File: src/rtl/calc_dp_param.sv
// calc_dp_param -- parameterised calculator datapath.
//
// Write-data select mux, DEPTH x WIDTH register file with two gated
// combinational read ports, eight-operation ALU with a multi-cycle shift-add
// multiplier, registered result with Z/C/V flags and a start/busy/done
// handshake toward the controller FSM.
//
// Ports:
//   clk, rst_n        rising-edge clock, synchronous active-low reset
//   in1, in2          external operands
//   s1                RF write-data select: 0 in1, 1 in2, 2 zero, 3 res_q
//   we, wa            RF write enable / address
//   rea, raa          read port A enable / address (disabled port reads 0)
//   reb, rab          read port B enable / address
//   c                 ALU opcode, sampled together with start
//   start             one-cycle operation request (ignored while busy)
//   s2                output enable for out
//   busy              multiplier in progress
//   done              one-cycle result-valid pulse
//   out               s2 ? res_q : 0
//   flag_z/c/v        zero, carry/borrow, signed overflow of last result
module calc_dp_param #(
  parameter  int WIDTH = 4,
  parameter  int DEPTH = 4,
  localparam int AW    = $clog2(DEPTH)
) (
  input  logic             clk,
  input  logic             rst_n,
  input  logic [WIDTH-1:0] in1,
  input  logic [WIDTH-1:0] in2,
  input  logic [1:0]       s1,
  input  logic             we,
  input  logic [AW-1:0]    wa,
  input  logic             rea,
  input  logic             reb,
  input  logic [AW-1:0]    raa,
  input  logic [AW-1:0]    rab,
  input  logic [2:0]       c,
  input  logic             start,
  input  logic             s2,
  output logic             busy,
  output logic             done,
  output logic [WIDTH-1:0] out,
  output logic             flag_z,
  output logic             flag_c,
  output logic             flag_v
);

  localparam int CW = $clog2(WIDTH + 1);
  localparam logic [CW-1:0] LAST_ITER = CW'(WIDTH - 1);

  localparam logic [2:0] OP_ADD  = 3'b000;
  localparam logic [2:0] OP_SUB  = 3'b001;
  localparam logic [2:0] OP_AND  = 3'b010;
  localparam logic [2:0] OP_OR   = 3'b011;
  localparam logic [2:0] OP_XOR  = 3'b100;
  localparam logic [2:0] OP_NOT  = 3'b101;
  localparam logic [2:0] OP_MUL  = 3'b110;
  localparam logic [2:0] OP_PASS = 3'b111;

  typedef enum logic { S_IDLE, S_MUL } state_t;

  logic [WIDTH-1:0]   r_rf [DEPTH];
  state_t             r_state;
  logic [WIDTH-1:0]   r_res;
  logic               r_fz, r_fc, r_fv;
  logic               r_busy, r_done;
  logic [2*WIDTH-1:0] r_mcand;
  logic [2*WIDTH-1:0] r_acc;
  logic [WIDTH-1:0]   r_mplier;
  logic [CW-1:0]      r_cnt;

  logic [WIDTH-1:0]   w_a, w_b, w_wdata, w_res;
  logic [WIDTH:0]     w_sum, w_diff;
  logic               w_c, w_v;
  logic [2*WIDTH-1:0] w_acc_next;

  // Write-data select; s1=3 feeds back the result currently held in res_q.
  always_comb begin
    case (s1)
      2'd0:    w_wdata = in1;
      2'd1:    w_wdata = in2;
      2'd2:    w_wdata = '0;
      default: w_wdata = r_res;
    endcase
  end

  // NOTE: the register file is cleared by reset because software relies on
  // every entry reading zero afterwards; this forces flops rather than RAM.
  always_ff @(posedge clk) begin
    if (!rst_n) begin
      for (int i = 0; i < DEPTH; i++) r_rf[i] <= '0;
    end else if (we) begin
      r_rf[wa] <= w_wdata;
    end
  end

  // Reads are combinational from the array, so a same-cycle write to the
  // same address is seen only from the following cycle.
  assign w_a = rea ? r_rf[raa] : '0;
  assign w_b = reb ? r_rf[rab] : '0;

  assign w_sum  = {1'b0, w_a} + {1'b0, w_b};
  assign w_diff = {1'b0, w_a} - {1'b0, w_b};

  // NOTE: every always_comb output gets a default first so no path leaves
  // a variable unassigned and a latch cannot be inferred.
  always_comb begin
    w_res = '0;
    w_c   = 1'b0;
    w_v   = 1'b0;
    case (c)
      OP_ADD: begin
        w_res = w_sum[WIDTH-1:0];
        w_c   = w_sum[WIDTH];
        w_v   = (w_a[WIDTH-1] == w_b[WIDTH-1]) && (w_sum[WIDTH-1] != w_a[WIDTH-1]);
      end
      OP_SUB: begin
        w_res = w_diff[WIDTH-1:0];
        w_c   = w_diff[WIDTH];          // borrow out: a < b unsigned
        w_v   = (w_a[WIDTH-1] != w_b[WIDTH-1]) && (w_diff[WIDTH-1] != w_a[WIDTH-1]);
      end
      OP_AND:  w_res = w_a & w_b;
      OP_OR:   w_res = w_a | w_b;
      OP_XOR:  w_res = w_a ^ w_b;
      OP_NOT:  w_res = ~w_a;
      OP_PASS: w_res = w_a;
      default: w_res = '0;              // MUL result comes from the FSM
    endcase
  end

  // One shift-add step: add the shifted multiplicand when the current
  // multiplier LSB is set.
  assign w_acc_next = r_acc + (r_mplier[0] ? r_mcand : '0);

  // NOTE: all sequential state uses non-blocking assignments so every flop
  // samples pre-edge values regardless of statement order.
  always_ff @(posedge clk) begin
    if (!rst_n) begin
      r_state  <= S_IDLE;
      r_res    <= '0;
      r_fz     <= 1'b0;
      r_fc     <= 1'b0;
      r_fv     <= 1'b0;
      r_busy   <= 1'b0;
      r_done   <= 1'b0;
      r_mcand  <= '0;
      r_mplier <= '0;
      r_acc    <= '0;
      r_cnt    <= '0;
    end else begin
      r_done <= 1'b0;
      case (r_state)
        S_IDLE: begin
          if (start) begin
            if (c == OP_MUL) begin
              // Operands are captured so RF traffic during busy is harmless.
              r_mcand  <= {{WIDTH{1'b0}}, w_a};
              r_mplier <= w_b;
              r_acc    <= '0;
              r_cnt    <= '0;
              r_busy   <= 1'b1;
              r_state  <= S_MUL;
            end else begin
              r_res  <= w_res;
              r_fz   <= (w_res == '0);
              r_fc   <= w_c;
              r_fv   <= w_v;
              r_done <= 1'b1;
            end
          end
        end
        S_MUL: begin
          r_acc    <= w_acc_next;
          r_mcand  <= r_mcand << 1;
          r_mplier <= r_mplier >> 1;
          r_cnt    <= r_cnt + CW'(1);
          if (r_cnt == LAST_ITER) begin
            r_res   <= w_acc_next[WIDTH-1:0];
            r_fz    <= (w_acc_next[WIDTH-1:0] == '0);
            r_fc    <= |w_acc_next[2*WIDTH-1:WIDTH];
            r_fv    <= 1'b0;
            r_done  <= 1'b1;
            r_busy  <= 1'b0;
            r_state <= S_IDLE;
          end
        end
        default: r_state <= S_IDLE;
      endcase
    end
  end

  assign busy   = r_busy;
  assign done   = r_done;
  assign out    = s2 ? r_res : '0;
  assign flag_z = r_fz;
  assign flag_c = r_fc;
  assign flag_v = r_fv;

endmodule
File: config.mk
export PLATFORM = sky130hd
export DESIGN_NAME = calc_dp_param
export DESIGN_NICKNAME = d
export VERILOG_FILES = /design/src/rtl/calc_dp_param.sv
export SDC_FILE = /design/constraint.sdc
export NUM_CORES = 1
export LEC_CHECK = 0
export CORE_ASPECT_RATIO = 0.8
export CORE_UTILIZATION = 38
export CTS_CLUSTER_DIAMETER = 120
export DETAILED_ROUTE_END_ITERATION = 10
export PLACE_DENSITY_LB_ADDON = 0.2
export SKIP_CTS_REPAIR_TIMING = 1
export SLEW_MARGIN = 0
export SYNTH_ARGS = -nofsm -noshare
export SYNTH_HDL_FRONTEND = slang
export SYNTH_SLANG_ARGS = --single-unit
export TNS_END_PERCENT = 5
File: constraint.sdc
create_clock -name clk -period 2.7 [get_ports clk]
set_input_delay 0.27 -clock clk [delete_from_list [all_inputs] [get_ports clk]]
set_output_delay 0.27 -clock clk [all_outputs]
set_load 0.05 [all_outputs]
* Word-level counts from Yosys, hierarchy flattened
Memory sizes are Yosys's and may differ from the RTL's. Index checks and enable logic that the tools add are counted.
Storage, ports and cells: output and inout bits 9, bits in registers 33, memory bits (writable) 16, logic and storage cells 104, memories kept 1
Memories:
- r_rf | depth 4, width 4, read ports 2, clocked after memory_dff 0, wr ports 4, line 63 | logic [WIDTH-1:0] r_rf [DEPTH];
Operators by class: muxes and demuxes 54, add/sub/neg operators 4, reductions and logical operators 11, equality and inequality tests 18, bitwise gates (word level) 5
Operators with widths (number):
- 8-bit two-way mux | 5
- 4-bit two-way mux | 9
- 8-bit case mux with 2 select lines | 2
- 4-bit case mux with 7 select lines | 1
- 1-bit two-way mux | 22
- 1-bit case mux with 2 select lines | 8
- 4-bit case mux with 2 select lines | 2
- 3-bit equality test, second input constant | 4
- 4-bit case mux with 3 select lines | 1
- 3-bit by 2-bit equality test with 1-bit output, second input constant | 3
- 8-bit adder | 1
- 4-bit zero test | 2
- 4-bit OR reduction | 2
- 3-bit two-way mux | 2
- 2-bit != test, second input constant | 3
- 3-bit case mux with 2 select lines | 1
- 3-bit AND reduction | 2
- 4-bit by 4-bit adder with 5-bit output | 1
- 4-bit by 4-bit subtractor with 5-bit output | 1
- 4-bit bitwise AND | 1
- 4-bit inverter | 1
- 4-bit bitwise OR | 1
- 4-bit XOR | 1
- 3-bit by 1-bit adder with 3-bit output, second input constant | 1
- other kinds (12) | 15

* Logic depth before layout (Yosys ltp)
Gate-level depths: netlist of run 1. An unclocked memory read counts as a cell.
depth after elaboration 9, gate-level depth with buffers 13, mapped depth without buffers 12

* Worst setup path before layout of run 1
Ideal clock, no wire load.
path type reg2reg, from mem r_rf[3][1], to reg r_res[2], library setup time 0.128 ns, stages on the path, launching flop included 13, data arrival time 2.477 ns, data required time 2.572 ns, path slack 0.095 ns, clock period less this slack 2.605 ns, path through edfxtp_1 mux4_2 and2_1 buf_2 ha_1 inv_1 ha_1 o211ai_1 o31a_1 o21ai_0 a311oi_1 o21ai_0 o2bb2ai_1
RTL lines:
- from (decl) | line 63
- to (signal assigned) | line 165 | r_res <= w_res;
- to (signal assigned) | line 179 | r_res <= w_acc_next[WIDTH-1:0];
- to (decl) | line 65 | logic [WIDTH-1:0] r_res;

==> results of run 1 <==
-- layer usage --
metal | GRT usage | part of all wire | vias to the layer above
met5 | 0 | 0 | -
met4 | 0.03896 | 0.0064 | 0
met3 | 0.02888 | 0.041 | 5
met2 | 0.2776 | 0.45 | 54
met1 | 0.2756 | 0.51 | 1292
li1 | - | - | 1369
-- cells by family after synthesis --
family / after synthesis
compound gates: 89
xor+xnor: 12
fa+ha+maj: 24
buf+inv: 36
flops: 49
mux: 16
simple gates: 113
-- sequential cells by signal (all words and copies together), names as in the netlist --
signal    count
r_cnt         3
r_mplier      4
done          1
r_acc         8
r_rf         16
r_res         4
flag_c        1
flag_v        1
flag_z        1
busy          1
r_state       1
r_mcand       8
-- critical path, cell delays in order, from the launching register on --
cell and delay, ns:
edfxtp_1 0.44, mux4_2 0.50, and2_4 0.17, ha_4 0.27, inv_2 0.04, ha_4 0.15, o211ai_1 0.16, o31a_1 0.17
o21ai_1 0.07, a311oi_2 0.32, nand4_1 0.15, a21boi_1 0.15
-- stage by stage --
stage	hold slack [ns]	power, µW	cell area [µm²]	worst slack [ns]
finish	0.4699	1680	4101	0.03379
global placement	0.4536	1210	3850	-0.6394
floorplan	0.4368	1042	3156	0.09489
global route	0.4916	1762	4101	-0.08567
detailed placement	0.4580	1212	3850	-0.6731
CTS	0.4691	1640	3936	-0.3845
-- power by group through the flow --
stage | combinational (µW) | sequential (µW) | clock [µW]
floorplan | 217 | 826 | 0
global placement | 390 | 821 | 0
detailed placement | 392 | 821 | 0
CTS | 394 | 804 | 443
global route | 483 | 807 | 472
finish | 445 | 804 | 431
-- synth_stat cells (3+ instances only) --
| cell type | count | area (µm²) |
|---|---|---|
| buf_6 | 5 | 56.30 |
| nor2_1 | 46 | 172.7 |
| dfxtp_1 | 33 | 660.6 |
| a211oi_1 | 4 | 30.03 |
| nand3_1 | 4 | 20.02 |
| a21o_1 | 5 | 37.54 |
| a222oi_1 | 6 | 60.06 |
| inv_1 | 18 | 67.56 |
| a22oi_1 | 13 | 97.59 |
| a2bb2oi_1 | 3 | 26.28 |
| mux4_2 | 5 | 112.6 |
| o21bai_1 | 3 | 22.52 |
| nand2_1 | 30 | 112.6 |
| xnor2_1 | 10 | 87.58 |
| and2_1 | 19 | 118.9 |
| mux4_1 | 3 | 78.83 |
| o21ai_0 | 10 | 50.05 |
| mux2i_1 | 4 | 40.04 |
| a21oi_1 | 23 | 115.1 |
| mux2_2 | 4 | 45.04 |
| ha_1 | 23 | 287.8 |
| nor3_1 | 4 | 20.02 |
| clkbuf_1 | 8 | 30.03 |
| edfxtp_1 | 16 | 480.5 |
-- area by class of cell --
class                           count  area (µm²)  share of cell area
Clock buffer                        7       86.33             0.02105
Inverter                           20       77.57             0.01891
Tap cell                          108       135.1             0.03295
Sequential cell                    49        1141              0.2782
Multi-Input combinational cell    254        1993              0.4860
Timing Repair Buffer               77       668.1              0.1629
-- final timing paths --
kind	from	cells past startpoint	end	slack (ns)
min	r_acc[6]	2	r_acc[6]	0.47
min reg2reg	r_acc[6]	2	r_acc[6]	0.47
max reg2reg	r_rf[2][1]	11	flag_z	0.03
max	r_rf[2][1]	11	flag_z	0.03
==> reports/qor.yml, run 1 <==
timing:
  rsz0062_at_grt: "true"
  tns_ns: 0
  finalSetupViolations: 0
  drv_slew: 0
  max_slew_margin: 0.5402
  post-route-min-period_ns: 2.666
  worstMarginPinSlew_ns: 0.6898
  fmax_mhz: 375.1
  hold_viol_final: 0
  finClkSkew_ns: 0.01092
  period_share: 0.9875
setup_path:
  critPathCaptureType: "flop"
  crit_fanout: 2
  critPathKind: "flop to flop"
  crit_required_ns: 2.92
  cp.arrival_ns: 2.89
  start_kind: "flop"
placement:
  place_inst: 508
  io_buffer_count: 34
  gp_congestion: 0.8973
  dp_hpwl_um: 6094
synth:
  synth_fa_ha_area_frac: 0.09754
  synth_edf_count: 16
  syn_inst: 339
  synth-seq-cells: 49
  seq_area_frac_synth: 0.3616
  ys_async_sr_fraction: 0
  syn_nets: 389
  yosys.area_share.simple: 0.1646
  synth-xor-area-share: 0.03331
  syn_area_mm2: 0.003156
  synth_mux_area_frac: 0.08763
  ys_types: 57
  synth_top_family_by_area: "compound AO/OA/AOI/OAI gates"
  synth-compound-area-share: 0.1987
  synth.avg_cell_area_um2: 9.308
  synthFlopType: "dfxtp_1"
  yosysWarnings: 0
cts:
  clock_latency_ns: 0.30
  cts-root-buf: "clkbuf_8"
  cts_buffers: 5
  cts_tree: "yes"
  clkTransAtPathRegs_ns: 0.09
  htree_levels: 2
  cts_buffer_depth: 2
  clkSinkCount: 49
detailed_routing:
  vias: 2720
  vias_per_cell: 5.282
  drtPass1Iterations: 4
  finalWirelength_um: 7927
  avgRoutedWirePerCell_um: 15.39
  antenna_left: 0
  drc: 0
  drt_iter0_drc: 126
floorplan:
  fp.dieW_um: 103.9
  core_mm2: 0.007983
  die-area_mm2: 0.008675
  ios: 35
  die_height_um: 83.51
  rows: 29
  start_util: 0.3953
layout:
  fin_util: 0.5138
  layout.nets: 457
  mostFrequentLayoutCell: "nor2_1"
  nFillCells: 761
  fin_cells: 515
  num_antenna_cells: 0
  most-common-layout-cells: "44 x nor2_1, 43 x buf_4, 33 x dfxtp_1"
  drive_gt1_frac: 0.2457
  area_growth_pct: 29.98
global_routing:
  overflow: 0
  grt_pass1_wl_um: 12820
  track_usage: 0.1839
  grt_max_degree: 16
  grt_pass1_vias: 2644
  antenna_found_initial: 0
power:
  max-vdd-ir-drop_mv: 0.2480
  p_int_uw: 1209
  power_per_cell_area_mw_per_mm2: 409.6
  switching_share: 0.2804
  leakagePower_uw: 0.001633
  p_comb_frac: 0.265
  seqPwrFrac: 0.479
  pwr-share-clk: 0.256
  switching_power_uw: 471.1
min_path:
  hold_class: "flop to flop"
run:
  cap_violations: 0
outcome:
  outcome: "finished clean"
Note: power is estimated with default switching activity, not from simulation.
==> run 2, diff against run 1 <==
--- a/config.mk
+++ b/config.mk
@@ -7,2 +7,3 @@
 export LEC_CHECK = 0
+export CAP_MARGIN = 20
 export CORE_ASPECT_RATIO = 0.8
==> constraint.sdc (replaced) <==
create_clock -name clk -period 2.6 [get_ports clk]
set_input_delay 0.52 -clock clk [delete_from_list [all_inputs] [get_ports clk]]
set_output_delay 0.52 -clock clk [all_outputs]
set_load 0.05 [all_outputs]
==> run 2 against run 1 <==
Net effect:
- the flow now finishes with violations (negative setup slack)
- clock skew decreased by 0.0020 ns
- sequential power increased by 3.6%
- die area unchanged
- setup slack got worse by 0.089 ns
- critical path depth increased by 1
- sequential cell count unchanged
- power increased by 9.8%
- critical path type unchanged
- largest power group unchanged
==> reports/qor.yml, run 2 (synthesized netlist as in run 1, its figures left out) <==
timing:
  drv_slew: 0  # unchanged
  hold_viol_final: 0  # unchanged
  period_share: 1.021  # +0.03373
  finalWorstSetupSlack_ns: -0.05516  # -0.08894 ns
  finClkSkew_ns: 0.008918  # -0.002002 ns
  rsz0062_at_grt: "true"
  worstMarginPinSlew_ns: 0.5001  # -0.1897 ns
  fmax_mhz: 376.6  # +0.42%
  max_slew_margin: 0.6656  # +0.1254
  post-route-min-period_ns: 2.655  # -0.01106 ns
  tns_ns: -0.1146  # -0.1146 ns
  finalSetupViolations: 4  # +4
global_routing:
  overflow: 0  # unchanged
  track_usage: 0.1876  # +0.003696
  grt_max_degree: 27  # +11
  antenna_found_initial: 0  # unchanged
  grt_pass1_wl_um: 13030  # +1.7%
  grt_pass1_vias: 2643  # -0.038%
power:
  max-vdd-ir-drop_mv: 0.2596  # +4.7%
  leakagePower_uw: 0.001627  # -0.40%
  power_per_cell_area_mw_per_mm2: 458.5  # +12%
detailed_routing:
  antenna_left: 0  # unchanged
  drtPass1Iterations: 4  # unchanged
  vias: 2773  # +1.9%
  finalWirelength_um: 8001  # +0.93%
  avgRoutedWirePerCell_um: 15.66  # +1.7%
  drt_iter0_drc: 151  # +20%
  drc: 0  # unchanged
  vias_per_cell: 5.427  # +2.7%
cts:
  cts_buffer_depth: 2  # unchanged
  cts_tree: "yes"
  clkTransAtPathRegs_ns: 0.10  # about the same
  cts-root-buf: "clkbuf_8"
  clkSinkCount: 49  # unchanged
  htree_levels: 2  # unchanged
  clock_latency_ns: 0.31  # about the same
  cts_buffers: 5  # unchanged
layout:
  multiInputGateArea_mm2: 0.001941  # -2.6%
  layout.nets: 452  # -1.1%
  area_growth_pct: 27.52
  drive_gt1_frac: 0.2208  # -0.02486
  num_antenna_cells: 0  # unchanged
  largestRegisters: "r_rf (16), r_acc (8), r_mcand (8)"
  regMostFlops: "r_rf"
  mostFrequentLayoutCell: "nor2_1"
  largest_reg_flops: 16  # unchanged
  most-common-layout-cells: "45 x nor2_1, 42 x buf_4, 33 x dfxtp_1"
  seq_area_mm2: 0.001141  # unchanged
  nFillCells: 750  # -1.4%
setup_path:
  crit_required_ns: 2.84  # -0.08 ns
  critPathCaptureType: "flop"
  cp.arrival_ns: 2.89  # about the same
  critical-path-top-delay-family: "compound AO/OA/AOI/OAI gates"
  start_kind: "flop"
  path_buf_inv: 2  # +1
  cp_cell_sequence: "mux4_2, and2_4, ha_4, inv_2, ha_4, o211ai_1, o31a_1, o21ai_1, a311oi_1, buf_4, nand4_1, a21boi_1"
  cpMaxStageDelayCell: "mux4_2"
  critPathKind: "flop to flop"
  path_common_cell: "ha_4"
  critPathMaxStageDelay_ns: 0.50  # about the same
  crit_fanout: 2  # unchanged
placement:
  gp_congestion: 0.9573  # +6.7%
  dp_hpwl_um: 6194  # +1.6%
  io_buffer_count: 34  # unchanged
  post-place-ws_ns: -0.7787  # -0.1056 ns
min_path:
  hold_class: "flop to flop"
outcome:
  outcome: "finished with violations"
  violations: "negative setup slack"
run:
  cap_violations: 0  # unchanged
floorplan:
  ios: 35  # unchanged
  fp.dieW_um: 103.9  # unchanged
  rows: 29  # unchanged
  die_height_um: 83.51  # unchanged
  start_util: 0.3953  # unchanged
  die-area_mm2: 0.008675  # unchanged
  core_mm2: 0.007983  # unchanged
## run 2: final timing paths
check / to / start / cells past startpoint / slack, ns
worst max-delay path: flag_z / r_rf[3][1] / 12 / -0.06
worst min-delay path: r_acc[2] / r_acc[2] / 2 / 0.47
worst max register to register: flag_z / r_rf[3][1] / 12 / -0.06
worst min register to register: r_acc[2] / r_acc[2] / 2 / 0.47
## run 2: layer usage
metal	part of all wire	up-vias	track usage	wire (µm)
met5	0	-	0	0
met4	0.011	0	0.04805	86
met3	0.059	12	0.04137	469
met2	0.44	82	0.2909	3490
met1	0.49	1322	0.2641	3955
li1	-	1357	-	-
## run 2: through the flow
step           power [µW]  hold slack (ns)    util  instances  instance area, µm²
3_3_place_gp         1274           0.4524  0.4832        503                3857
6_report             1845           0.4686  0.5041        511                4024
5_1_grt              1925           0.4916  0.5041        511                4024
4_1_cts              1837           0.4690  0.4981        511                3976
3_5_place_dp         1274           0.4549  0.4832        503                3857
2_1_floorplan        1103           0.4368       -        339                3231
## run 2: final cells by class
cell class,count,area share
Multi-Input combinational cell,254,0.4823
Sequential cell,49,0.2836
Timing Repair Buffer,72,0.1517
Tap cell,108,0.03358
Inverter,20,0.01928
Clock buffer,5,0.01710
Clock inverter,3,0.01244
## run 2: power breakdown
part	total [µW]	internal (µW)	switching [µW]
logic	444	215	229
registers	833	816	16.8
clock network	568	295	273
## run 2: worst reg2reg max path, stage by stage (launching register included)
cell      delay, ns
edfxtp_1       0.42
mux4_2         0.50
and2_4         0.17
ha_4           0.26
inv_2          0.04
ha_4           0.14
o211ai_1       0.15
o31a_1         0.16
o21ai_1        0.07
a311oi_1       0.27
buf_4          0.18
nand4_1        0.09
a21boi_1       0.14
